<file path="src/rtl/compare_tally.sv">
// compare_tally: collects results from the 3-bit magnitude comparator, checks
// that each result is one-hot, and tallies greater/equal/less/error samples.
// After BATCH samples it holds a report until the out_valid/out_ready
// handshake, then clears the tallies for the next batch.
// Optional feature macro: TALLY_SELFCHECK_EN recomputes the comparison from
// a and b and also flags a sample as an error when its flags disagree.
module compare_tally #(
    parameter int unsigned CNT_W = 8,
    parameter int unsigned BATCH = 8
) (
    input  logic             clk,
    input  logic             rst_n,
    input  logic             in_valid,
    output logic             in_ready,
    input  logic [2:0]       a,
    input  logic [2:0]       b,
    input  logic             a_gt_b,
    input  logic             a_eq_b,
    input  logic             a_lt_b,
    output logic             out_valid,
    input  logic             out_ready,
    output logic [CNT_W-1:0] gt_count,
    output logic [CNT_W-1:0] eq_count,
    output logic [CNT_W-1:0] lt_count,
    output logic [CNT_W-1:0] err_count,
    output logic             err_flag
);

    localparam int unsigned SEQ_W = $clog2(BATCH + 1);
    localparam logic [CNT_W-1:0] CNT_MAX = '1;

    typedef enum logic [1:0] {
        IDLE   = 2'd0,
        ACCUM  = 2'd1,
        REPORT = 2'd2
    } state_t;

    state_t           state;
    logic [SEQ_W-1:0] seq_cnt;
    logic [2:0]       flags;
    logic             one_hot;
    logic             is_err;
    logic             accept;
    logic             last_sample;
    logic             report_done;

    assign flags       = {a_gt_b, a_eq_b, a_lt_b};
    assign in_ready    = rst_n && (state != REPORT);
    assign accept      = in_valid && in_ready;
    assign last_sample = (seq_cnt == SEQ_W'(BATCH - 1));
    assign report_done = (state == REPORT) && out_ready;

    // Exactly one flag set marks a structurally valid comparator result.
    always_comb begin
        one_hot = 1'b0;
        case (flags)
            3'b100, 3'b010, 3'b001: one_hot = 1'b1;
            default:                one_hot = 1'b0;
        endcase
    end

`ifdef TALLY_SELFCHECK_EN
    logic [2:0] ref_flags;

    // Recompute the comparison locally; any disagreement is an error.
    always_comb begin
        ref_flags = {a > b, a == b, a < b};
        is_err    = !one_hot || (flags != ref_flags);
    end
`else
    logic unused_operands;
    assign unused_operands = ^{a, b};

    // Without self-check only the one-hot property classifies errors.
    always_comb begin
        is_err = !one_hot;
    end
`endif

    function automatic logic [CNT_W-1:0] sat_inc(input logic [CNT_W-1:0] v);
        return (v == CNT_MAX) ? v : v + CNT_W'(1);
    endfunction

    // Batch sequencing: counts accepted samples and holds the report.
    always_ff @(posedge clk) begin
        if (!rst_n) begin
            state     <= IDLE;
            seq_cnt   <= '0;
            out_valid <= 1'b0;
        end else begin
            case (state)
                IDLE, ACCUM: begin
                    if (accept) begin
                        seq_cnt <= seq_cnt + SEQ_W'(1);
                        if (last_sample) begin
                            state     <= REPORT;
                            out_valid <= 1'b1;
                        end else begin
                            state <= ACCUM;
                        end
                    end
                end
                REPORT: begin
                    if (out_ready) begin
                        state     <= IDLE;
                        seq_cnt   <= '0;
                        out_valid <= 1'b0;
                    end
                end
                default: begin
                    state     <= IDLE;
                    seq_cnt   <= '0;
                    out_valid <= 1'b0;
                end
            endcase
        end
    end

    // Saturating tallies; cleared on the report handshake, err_flag is sticky.
    always_ff @(posedge clk) begin
        if (!rst_n) begin
            gt_count  <= '0;
            eq_count  <= '0;
            lt_count  <= '0;
            err_count <= '0;
            err_flag  <= 1'b0;
        end else if (report_done) begin
            gt_count  <= '0;
            eq_count  <= '0;
            lt_count  <= '0;
            err_count <= '0;
        end else if (accept) begin
            if (is_err) begin
                err_count <= sat_inc(err_count);
                err_flag  <= 1'b1;
            end else if (a_gt_b) begin
                gt_count <= sat_inc(gt_count);
            end else if (a_eq_b) begin
                eq_count <= sat_inc(eq_count);
            end else begin
                lt_count <= sat_inc(lt_count);
            end
        end
    end

endmodule

</file>
<file path="config.mk">
export PLATFORM = sky130hd
export DESIGN_NAME = compare_tally
export DESIGN_NICKNAME = d
export VERILOG_FILES = /design/src/rtl/compare_tally.sv
export SDC_FILE = /design/constraint.sdc
export NUM_CORES = 1
export LEC_CHECK = 0
export CORE_MARGIN = 3
export CORE_UTILIZATION = 36
export CTS_BUF_LIST = sky130_fd_sc_hd__clkbuf_16
export CTS_CLUSTER_SIZE = 10
export DETAILED_ROUTE_END_ITERATION = 8
export GPL_TIMING_DRIVEN = 0
export SLEW_MARGIN = 15
export SYNTH_ARGS = -nofsm -noshare
export SYNTH_HDL_FRONTEND = slang
export SYNTH_SLANG_ARGS = --single-unit
</file>
<file path="constraint.sdc">
create_clock -name clk -period 4.83 [get_ports clk]
set_clock_uncertainty 0.2 [all_clocks]
set_input_delay 0.7245 -clock clk [delete_from_list [all_inputs] [get_ports clk]]
set_output_delay 0.7245 -clock clk [all_outputs]
set_load 0.01 [all_outputs]
</file>
==> summary.md <==
| Metric | Value |
|---|---|
| Cell taking the most area after synthesis | dfxtp_1 |
| Switching share of power | between 20 and 25% |
| Seq. cell area | between 800 and 900 µm² |
| Mapped Avg Cell Area | roughly 8.7 µm² |
| Fillers | ~490 |
| Antenna violations before repair | 0 |
| R2r endpoint | gt_count[3]$_SDFFE_PP0P_ |
| Total Power | 746 µW |
| TritonCTS clock tree | built |
| Async SR Flop Fraction | 0% |
| Main flop type after synthesis | dfxtp_1 |
| DRC | 0 |
| Yosys reg bits | 40 |
| Clk Latency, worst-skew pair | roughly 0.28 ns |
| Pwr/cell area | ~290 mW/mm² |
| NetSw | between 150 and 200 µW |
| First-iteration detailed-routing DRC count | 77 |
| First-pass iteration count of the detailed router | 4 |
| RSZ-0062 raised after global routing | no |
| Gate Count Post-Synth | 220 |
| CP Data Required Time | between 3 and 4 ns |
| Crit-path slowest cell | clkdlybuf4s50_1 |
| Critical path fanouts, max | 8 |
| LEAKAGE | 0.955 nW |
| Final core utilization | between 50% and 60% |
| Htree depth | 2 |
| # setup viols final | 0 |
| Max VDD drop | roughly 150 µV |
| Die W | 79.1 µm |
| Post-layout minimum cycle time | slightly below 3 ns |
| Slowest stage delay, CP | ~0.6 ns |
| Post-CTS Setup Bufs | 0 |
| Register area share after synthesis | a little over two fifths |
| Final hold viol count | 0 |
| Detailed Route WL | around 4000 µm |
| CP endpoint kind | primary output |
| Cell mode on critical path | clkdlybuf4s50_1 |
| Overall global routing resource usage | 14.3% |
| Normalized max-slew margin | approximately 65% |
| Final period util | roughly three fifths |
| Clock sinks | 40 |
| Synth area leaders | dfxtp_1 (42%), nor2_1 (6.2%), nand2_1 (5.1%), xnor2_1 (4.6%), xor2_1 (4.6%) |
| Synth unique cells | 40 |
| Setup TNS | 0 ns |
| Multi-input gate area | 0.00108 mm² |
| Hold path depth | 2 |
| Synthesis-to-layout area growth | 34.1% |
| Worst setup endpoint | in_ready |
| Reg2Reg Depth | 5 |
| Post-Syn Nets | between 200 and 250 |
| Clk slew on worst S/H paths | approximately 0.050 ns |
| GR Overflow Total | 0 |
| Num CTS Buffers | 5 |
| Fmax | 340 MHz |
| Die Ht | between 70 and 80 µm |
| Die area | 0.00626 mm² |
| Crit Path Category | input port to primary output |
| Min Hold Slack | roughly 0.24 ns |
| Via/cell ratio | between 4 and 5 |
| Final Max Slew Viols | 0 |
| Starting density of the core | 38.9% |
| CP Cell Sequence | clkdlybuf4s50_1 -> and2_1 -> clkdlybuf4s50_1 |
| Power Internal | 594 µW |
| HPWL Detailed | roughly 2900 µm |
| Final antenna-violating net count | 0 |
| Maximum root-to-sink buffer count | 2 |
| # port buffers | 41 |
| Measured slew at the worst slew-check pin | just over 0.5 ns |
| Start point of the critical path | rst_n |
| CTS root buf | clkbuf_16 |
| Hold buffer count at cts | 0 |
| Worst reg2reg startpoint | state[0]$_SDFFE_PN0P_ |
| Flop pwr share | 45.4% |
| Fin nets | roughly 290 |
| CP Launch Type | input port |
| First-pass GRT wire length | ~7000 µm |
| Vias in the first global route | roughly 1600 |
| # diodes | 0 |
| Worst Hold Class | flop to flop |
| Routed vias | 1656 |
| # IOs | between 40 and 50 |
| Core area | between 0.004 and 0.005 mm² |
| Synth Cell Area | approximately 0.0019 mm² |
| Synth top area share | a little over two fifths |
| Routed WL per cell | 12.0 µm |
| FF-to-FF setup slack | roughly 2.9 ns |
| Row count | 25 |
| Clock share of power | approximately half |
| Layout cells sized above 1 | under 10% |
| Max_cap viols | 0 |
| Cts repair resizes | 0 |
| GP Congestion | slightly below 0.8 |
| Pin count of the biggest net entering global routing | 13 |
| Power share of the combinational group | approximately 5.6% |
| Syn. warnings | 0 |
| Status | completed |
| Worst Path Arrival | around 2 ns |
| Post-synth EDFFs | 0 |
## per-stage QoR
step,instances,area (µm²),worst slack [ns]
6_report,336,2580,1.89
5_1_grt,336,2580,1.84
4_1_cts,336,2580,1.88
3_5_place_dp,328,2420,1.88
3_3_place_gp,328,2420,1.89
2_1_floorplan,220,1920,2.85
## metal layers
metal  up-vias  track usage (%)  share of wire (%)
met5         -                0                  0
met3         7             3.74                4.3
met1       748             18.2                 49
met2        35             22.6                 44
li1        866                -                  -
met4         0             6.70                2.3
## cell usage after synthesis (all sizes together), types with 3 or more instances
cell and instances:
inv 3, nor3b 5, and2 4, xor2 10, and3 5, nand4 10
a21oi 7, dfxtp 40, buf 4, nand3 13, nand2 26, and4 3
ha 5, mux2i 8, xnor2 10, nor2 32, o21ai 7, nor3 8
## registers in the layout, indices dropped and copies added (netlist names)
register and count:
eq_count 8, lt_count 8, state 2, out_valid 1
gt_count 8, err_count 8, err_flag 1, seq_cnt 4
## power by group through the flow
stage | logic (mW) | clock network [mW] | registers, mW
after global routing | 0.0462 | 0.393 | 0.339
after floorplan | 0.0227 | 0 | 0.346
after detailed placement | 0.0421 | 0 | 0.346
final | 0.0414 | 0.366 | 0.338
after global placement | 0.0419 | 0 | 0.346
after CTS | 0.0423 | 0.377 | 0.338
## critical path: cells and delay by family
kind,cells,cell delay (ns)
simple gates,1,0.16
buf+inv,2,1.13
## worst min-delay path by stage
stage	startpoint	endpoint	slack, ns
2_1_floorplan	out_valid$_SDFFE_PN0P_	out_valid$_SDFFE_PN0P_	0.27
3_3_place_gp	out_valid$_SDFFE_PN0P_	out_valid$_SDFFE_PN0P_	0.24
3_5_place_dp	out_valid$_SDFFE_PN0P_	out_valid$_SDFFE_PN0P_	0.24
4_1_cts	out_valid$_SDFFE_PN0P_	out_valid$_SDFFE_PN0P_	0.25
5_1_grt	out_valid$_SDFFE_PN0P_	out_valid$_SDFFE_PN0P_	0.28
6_report	out_valid$_SDFFE_PN0P_	out_valid$_SDFFE_PN0P_	0.24
## logic make-up (layout without fill, tap and decap cells)
family / after synthesis / after routing / synth area share [%]
AND/OR/NAND/NOR: 116 / 116 / 31.7
flip-flops: 40 / 40 / 41.6
AO/OA/AOI/OAI: 22 / 22 / 7.80
XOR/XNOR: 20 / 20 / 9.10
buffers and inverters: 9 / 58 / 2.34
multiplexers: 8 / 8 / 4.16
adder cells (fa/ha/maj): 5 / 5 / 3.25
## cell usage in the layout (no fill, tap or decap), types with 2 or more instances in the layout
| cell | n |
|---|---|
| inv_1 | 3 |
| clkbuf_16 | 5 |
| a21oi_1 | 7 |
| nand3_1 | 12 |
| and2_1 | 3 |
| mux2i_1 | 8 |
| nand2_1 | 26 |
| nand2b_1 | 2 |
| nor4_1 | 2 |
| nor3_1 | 7 |
| nor3b_1 | 3 |
| xnor2_1 | 10 |
| clkdlybuf4s50_1 | 41 |
| clkbuf_1 | 2 |
| and3_1 | 5 |
| nand4_1 | 10 |
| clkinv_1 | 2 |
| dfxtp_1 | 40 |
| nor2_1 | 32 |
| o21ai_0 | 6 |
| and4_1 | 3 |
| xor2_1 | 10 |
| o21a_1 | 2 |
| nor2b_1 | 2 |
| ha_1 | 5 |
| buf_4 | 3 |
## area by class of cell
class | count | area share (%)
sequential | 40 | 31.0
inverter | 3 | 0.436
timing repair buffer | 41 | 15.9
clock buffer | 5 | 4.85
clock inverter | 3 | 1.45
buffer | 6 | 1.31
tap | 67 | 3.25
multi-input combinational | 171 | 41.8
Note: power is estimated with default switching activity, not from simulation.
